File: config.mk
export PLATFORM = sky130hd
export DESIGN_NAME = hazard_stall_ctrl
export DESIGN_NICKNAME = d
export VERILOG_FILES = /design/src/rtl/hazard_stall_ctrl.sv
export SDC_FILE = /design/constraint.sdc
export NUM_CORES = 1
export LEC_CHECK = 0
export CAP_MARGIN = 20
export CORE_MARGIN = 5
export CORE_UTILIZATION = 30
export DETAILED_ROUTE_END_ITERATION = 10
export GPL_TIMING_DRIVEN = 0
export SLEW_MARGIN = 20
export SYNTH_ARGS = -nofsm -noshare
export SYNTH_HDL_FRONTEND = slang
export SYNTH_SLANG_ARGS = --single-unit
File: constraint.sdc
create_clock -name clk -period 4.95 [get_ports clk]
set_input_delay 0.99 -clock clk [delete_from_list [all_inputs] [get_ports clk]]
set_output_delay 0.99 -clock clk [all_outputs]
set_load 0.1 [all_outputs]
File: src/rtl/hazard_stall_ctrl.sv
// hazard_stall_ctrl
// Producer-side hazard tracker for the 5-stage pipeline. Keeps the destination
// register (A3) and Tnew of the instructions in E, M and W, compares them with
// the Tuse of the D instruction, and raises stall when forwarding cannot yet
// deliver a source operand. Also owns the mult/div busy counter and stalls
// HI/LO consumers while it is nonzero.
// Optional build macro: HAZARD_PERF_CNT_EN adds a 32-bit stall-cycle counter
// on stall_count. When it is undefined, stall_count is tied to zero.
module hazard_stall_ctrl #(
    parameter int MULT_CYCLES = 5,
    parameter int DIV_CYCLES  = 10,
    parameter int CNT_W       = 4
) (
    input  logic        clk,
    input  logic        reset,
    input  logic [4:0]  D_A1,
    input  logic [4:0]  D_A2,
    input  logic [1:0]  D_Tuse_1,
    input  logic [1:0]  D_Tuse_2,
    input  logic [4:0]  D_A3,
    input  logic [1:0]  D_Tnew,
    input  logic        D_md_start,
    input  logic        D_md_div,
    input  logic        D_md_use,
    input  logic        req,
    output logic        stall,
    output logic [4:0]  E_A3,
    output logic [4:0]  M_A3,
    output logic [4:0]  W_A3,
    output logic        md_busy,
    output logic [31:0] stall_count
);

    localparam logic [CNT_W-1:0] LP_MULT_LOAD = CNT_W'(MULT_CYCLES);
    localparam logic [CNT_W-1:0] LP_DIV_LOAD  = CNT_W'(DIV_CYCLES);

    // Pipeline tracking state
    logic [4:0]       r_e_a3;
    logic [1:0]       r_e_tnew;
    logic             r_e_md_start;
    logic             r_e_md_div;
    logic [4:0]       r_m_a3;
    logic [1:0]       r_m_tnew;
    logic [4:0]       r_w_a3;
    logic [CNT_W-1:0] r_md_cnt;

    logic             w_reg_hazard;
    logic             w_md_busy;
    logic             w_stall;

    // A source needs a stall when it is used, matches a nonzero in-flight
    // destination, and that result will not be ready by the time it is used.
    function automatic logic f_hazard(
        input logic [4:0] a,
        input logic [1:0] tuse,
        input logic [4:0] x_a3,
        input logic [1:0] x_tnew
    );
        return (tuse != 2'd3) && (a == x_a3) && (x_a3 != 5'd0) && (tuse < x_tnew);
    endfunction

    // Stall decision from current tracked state and the D instruction
    always_comb begin
        w_reg_hazard = f_hazard(D_A1, D_Tuse_1, r_e_a3, r_e_tnew) |
                       f_hazard(D_A1, D_Tuse_1, r_m_a3, r_m_tnew) |
                       f_hazard(D_A2, D_Tuse_2, r_e_a3, r_e_tnew) |
                       f_hazard(D_A2, D_Tuse_2, r_m_a3, r_m_tnew);
        w_md_busy    = (r_md_cnt != {CNT_W{1'b0}}) | r_e_md_start;
        if (D_md_use && w_md_busy) begin
            w_stall = 1'b1;
        end else begin
            w_stall = w_reg_hazard;
        end
    end

    // Advance the E/M/W tracking registers; flush on req, bubble E on stall
    always_ff @(posedge clk or negedge reset) begin
        if (!reset) begin
            r_e_a3       <= 5'd0;
            r_e_tnew     <= 2'd0;
            r_e_md_start <= 1'b0;
            r_e_md_div   <= 1'b0;
            r_m_a3       <= 5'd0;
            r_m_tnew     <= 2'd0;
            r_w_a3       <= 5'd0;
        end else if (req) begin
            r_e_a3       <= 5'd0;
            r_e_tnew     <= 2'd0;
            r_e_md_start <= 1'b0;
            r_e_md_div   <= 1'b0;
            r_m_a3       <= 5'd0;
            r_m_tnew     <= 2'd0;
            r_w_a3       <= 5'd0;
        end else begin
            if (w_stall) begin
                r_e_a3       <= 5'd0;
                r_e_tnew     <= 2'd0;
                r_e_md_start <= 1'b0;
                r_e_md_div   <= 1'b0;
            end else begin
                r_e_a3       <= D_A3;
                r_e_tnew     <= D_Tnew;
                r_e_md_start <= D_md_start;
                r_e_md_div   <= D_md_div;
            end
            r_m_a3   <= r_e_a3;
            r_m_tnew <= (r_e_tnew == 2'd0) ? 2'd0 : (r_e_tnew - 2'd1);
            r_w_a3   <= r_m_a3;
        end
    end

    // Mult/div busy counter; a flush does not cancel an operation in flight
    always_ff @(posedge clk or negedge reset) begin
        if (!reset) begin
            r_md_cnt <= {CNT_W{1'b0}};
        end else if (r_e_md_start) begin
            r_md_cnt <= r_e_md_div ? LP_DIV_LOAD : LP_MULT_LOAD;
        end else if (r_md_cnt != {CNT_W{1'b0}}) begin
            r_md_cnt <= r_md_cnt - {{(CNT_W-1){1'b0}}, 1'b1};
        end else begin
            r_md_cnt <= r_md_cnt;
        end
    end

`ifdef HAZARD_PERF_CNT_EN
    logic [31:0] r_stall_count;

    // Count stalled cycles; wraps naturally, cleared only by reset
    always_ff @(posedge clk or negedge reset) begin
        if (!reset) begin
            r_stall_count <= 32'd0;
        end else if (w_stall) begin
            r_stall_count <= r_stall_count + 32'd1;
        end else begin
            r_stall_count <= r_stall_count;
        end
    end

    assign stall_count = r_stall_count;
`else
    assign stall_count = 32'd0;
`endif

    assign stall   = w_stall;
    assign md_busy = w_md_busy;
    assign E_A3    = r_e_a3;
    assign M_A3    = r_m_a3;
    assign W_A3    = r_w_a3;

endmodule

==> summary.txt <==
GRT
  – First-pass GRT wire length: 5440 µm
  – GRT Total Usage: 10.5%
  – Pin count of the biggest net entering global routing: 26
  – Vias in the first global route: 1,192
  – Initial antenna violation count: 0
  – GR Overflow Total: 0

Timing
  – Setup violations, final: 0
  – Period utilisation layout: 89.3%
  – Fmax: 226 MHz
  – Minimum clock period after layout: 4.42 ns
  – Final hold violation count: 0
  – RSZ-0062 raised after global routing: false
  – Max transition margin: 34.4%
  – Setup TNS: 0 ns
  – Slew Limit Fails: 0
  – Final setup margin: 0.528 ns
  – Clock Skews: 0.00200 ns
  – Worst slew pin tran: 0.981 ns

Critical path
  – Critical Path Slowest Stage Cell: dlymetal6s2s_1
  – CP bufs+invs: 2
  – Slowest stage delay, CP: 0.74 ns
  – Reg2reg setup slack: 3.29 ns
  – Worst setup SP type: input pin
  – Setup crit end kind: primary output
  – Worst flop-to-flop path startpoint: E_A3[3]
  – CP cell instances: clkdlybuf4s50_1, ha_1, o21ai_0, nand2_1, nand4b_1, o22ai_2, or2_1, dlymetal6s2s_1
  – Worst EP required: 3.96 ns
  – CP top delay family: buffers and inverters
  – CP Class: input pin to primary output
  – Worst Path Arrival: 3.43 ns
  – Crit Path Max Fanout: 10
  – Critical path origin: D_Tuse_2[1]

Power
  – Leak: 0.00107 µW
  – Max VDD drop: 131 µV
  – PwrDens: 327 nW/µm²
  – Total power: 731 µW

Cells and area
  – Synth-to-layout area growth: 43.5%
  – Share of cells above drive strength 1: 16.1%
  – N_diodes: 0
  – # nets final: 276
  – Fillers: 521

Placed design
  – Gpl congestion: 0.853
  – Pre-CTS setup slack: 0.138 ns
  – Post-DP HPWL: 2880 µm
  – IO buf count: 43

Clocking
  – Hold Buf Count CTS: 0
  – Clock Latency Late Sink: 0.27 ns
  – Inserted Clock Buffers: 3
  – TritonCTS clock tree: built
  – Root Driver: clkbuf_8
  – Clock sink count: 25
  – Clock Path Buffers: 2
  – Htree depth: 1
  – Reg clk slew, reported paths: 0.08 ns

Detailed routing
  – Drc violations: 0
  – 1st-iter DRT viols: 56
  – Final WL: 3480 µm
  – DR WL/cell: 11.2 µm
  – Vias post-DR: 1,210
  – Antenna Violating Nets Remaining: 0
  – DRT Pass-1 Iters: 4
  – Vias/cell: 3.88

Yosys
  – Number of enable-type register cells in the synthesized netlist: 0
  – Synth Instances: 164
  – Share of async-settable or async-resettable flops after synthesis: 100%
  – Seq/Total Area, Yosys: 40.1%
  – Unique masters post-synth: 26
  – Total of warnings raised by yosys: 0
  – Register bit total from synthesis: 25
  – Most used flip-flop cell after synthesis: dfrtp_1
  – Synth Cell Area: 1560 µm²
  – Avg Inst Size Synth: 9.51 µm²

Worst hold path
  – HP Class: flop to flop
  – Hold Path Origin: r_e_tnew[0]

Floorplan
  – IO Pins: 76
  – Die Ht: 82.1 µm
  – Core ar.: 5070 µm²
  – Width of the die: 82.1 µm
  – Starting Density: 30.7%
  – Site Rows: 26
  – Die ar.: 6740 µm²

Run status
  – Outcome: finished clean

Job
  – Max Cap Violations: 0
-- worst register-to-register path, cell delays in order, from the launching register on --
cell and delay [ns]:
dfrtp_1 0.46, xor2_1 0.17, a2111oi_1 0.40, nand4b_1 0.18, o211ai_2 0.21, nor4_1 0.10
-- sequential cells by signal, summed over array words and instances, names as in the netlist --
name and cells:
E_A3 5, M_A3 5, W_A3 5, r_md_cnt 4, r_e_tnew 2, r_m_tnew 2
r_e_md_div 1, r_e_md_start 1
-- logic make-up (layout without fill, tap and decap cells) --
family                     count (synthesis)  in the layout  synth area share, %
AOI/OAI and AO/OA                         16             16                 6.90
buffers and inverters                     50             97                 19.7
adders and majority gates                  6              6                 4.82
other                                      1             32                0.241
and+or+nand+nor                           44             44                 15.8
xor gates and xnor gates                  22             22                 12.4
DFF                                       25             25                 40.1
-- layer usage --
layer  share of wire (%)  vias up  track usage, %
met3                 8.9        8            3.18
met5                   0        -               0
li1                    -      633               -
met2                  42       59            15.1
met1                  47      510            14.8
met4                 1.8        0            3.99
-- final cells by class --
class / instances / area [µm²] / area share [%]
flip-flops and latches: 25 / 626 / 28.0
repair buffers: 43 / 428 / 19.1
inverters: 16 / 60.1 / 2.68
multi-input cells: 120 / 742 / 33.2
clock inverters: 1 / 5.00 / 0.224
plain buffers: 34 / 248 / 11.1
well taps: 70 / 87.6 / 3.91
clock buffers: 3 / 41.3 / 1.85
-- report_power, final --
group          internal, µW  switching, µW  leakage (µW)
sequential              231           26.4      0.000333
combinational           108            247      0.000710
clock                  56.3           62.4     0.0000255
-- path summary, 6_finish.rpt --
check / cells after the start / end
setup / recovery: 8 / stall
hold / removal: 1 / r_m_tnew[0]
setup reg to reg: 5 / E_A3[4]
hold reg to reg: 1 / r_m_tnew[0]
max in group asynchronous: 1 / E_A3[3]
min in group asynchronous: 1 / M_A3[4]
-- cell usage after synthesis, drive strengths merged, types with 5 or more instances --
cell	n	share of area (%)
buf	32	15
dfrtp	25	40
xnor2	17	9.6
inv	16	3.9
nor2b	10	4.0
nor4	9	3.6
nand2	7	1.7
ha	6	4.8
a21oi	5	1.6
nor3	5	1.6
o21ai	5	1.6
xor2	5	2.8
-- per-stage QoR --
step	area, µm²	instances	hold slack [ns]	utilization, %
after floorplan	1680	195	0.432	-
after global placement	2190	308	0.450	43.2
after detailed placement	2190	308	0.453	43.1
after CTS	2230	312	0.464	44.0
after global routing	2240	312	0.499	44.1
final	2240	312	0.467	44.1
-- repair_timing --
item,in CTS,in global routing
gates resized for setup,0,1
buffers inserted,0,0
setup endpoints to repair,0,1
-- cell usage in the layout, fill, tap and decap left out --
cell             Yosys  routed
buf_4               32      32
buf_2                0       1
nor2_1               3       3
nor2b_1             10      10
o211ai_2             1       1
conb_1               1      32
nand2b_1             1       1
nor3_1               5       5
xnor2_1             17      17
clkinv_2             0       1
ha_1                 6       6
a211oi_1             1       1
nand3_1              2       2
nand2_1              7       7
clkbuf_1             2       2
a2111oi_1            1       1
o211ai_1             1       1
nor4_1               9       9
nand4b_1             2       2
nand4_1              4       4
dlymetal6s2s_1       0       1
clkbuf_8             0       3
clkdlybuf4s50_1      0      41
or2_1                1       1
o21a_1               1       1
o21ai_0              5       5
xor2_1               5       5
o22ai_2              1       1
a21oi_1              5       5
dfrtp_1             25      25
inv_1               16      16
No activity file was read; power rests on OpenSTA's default activity.
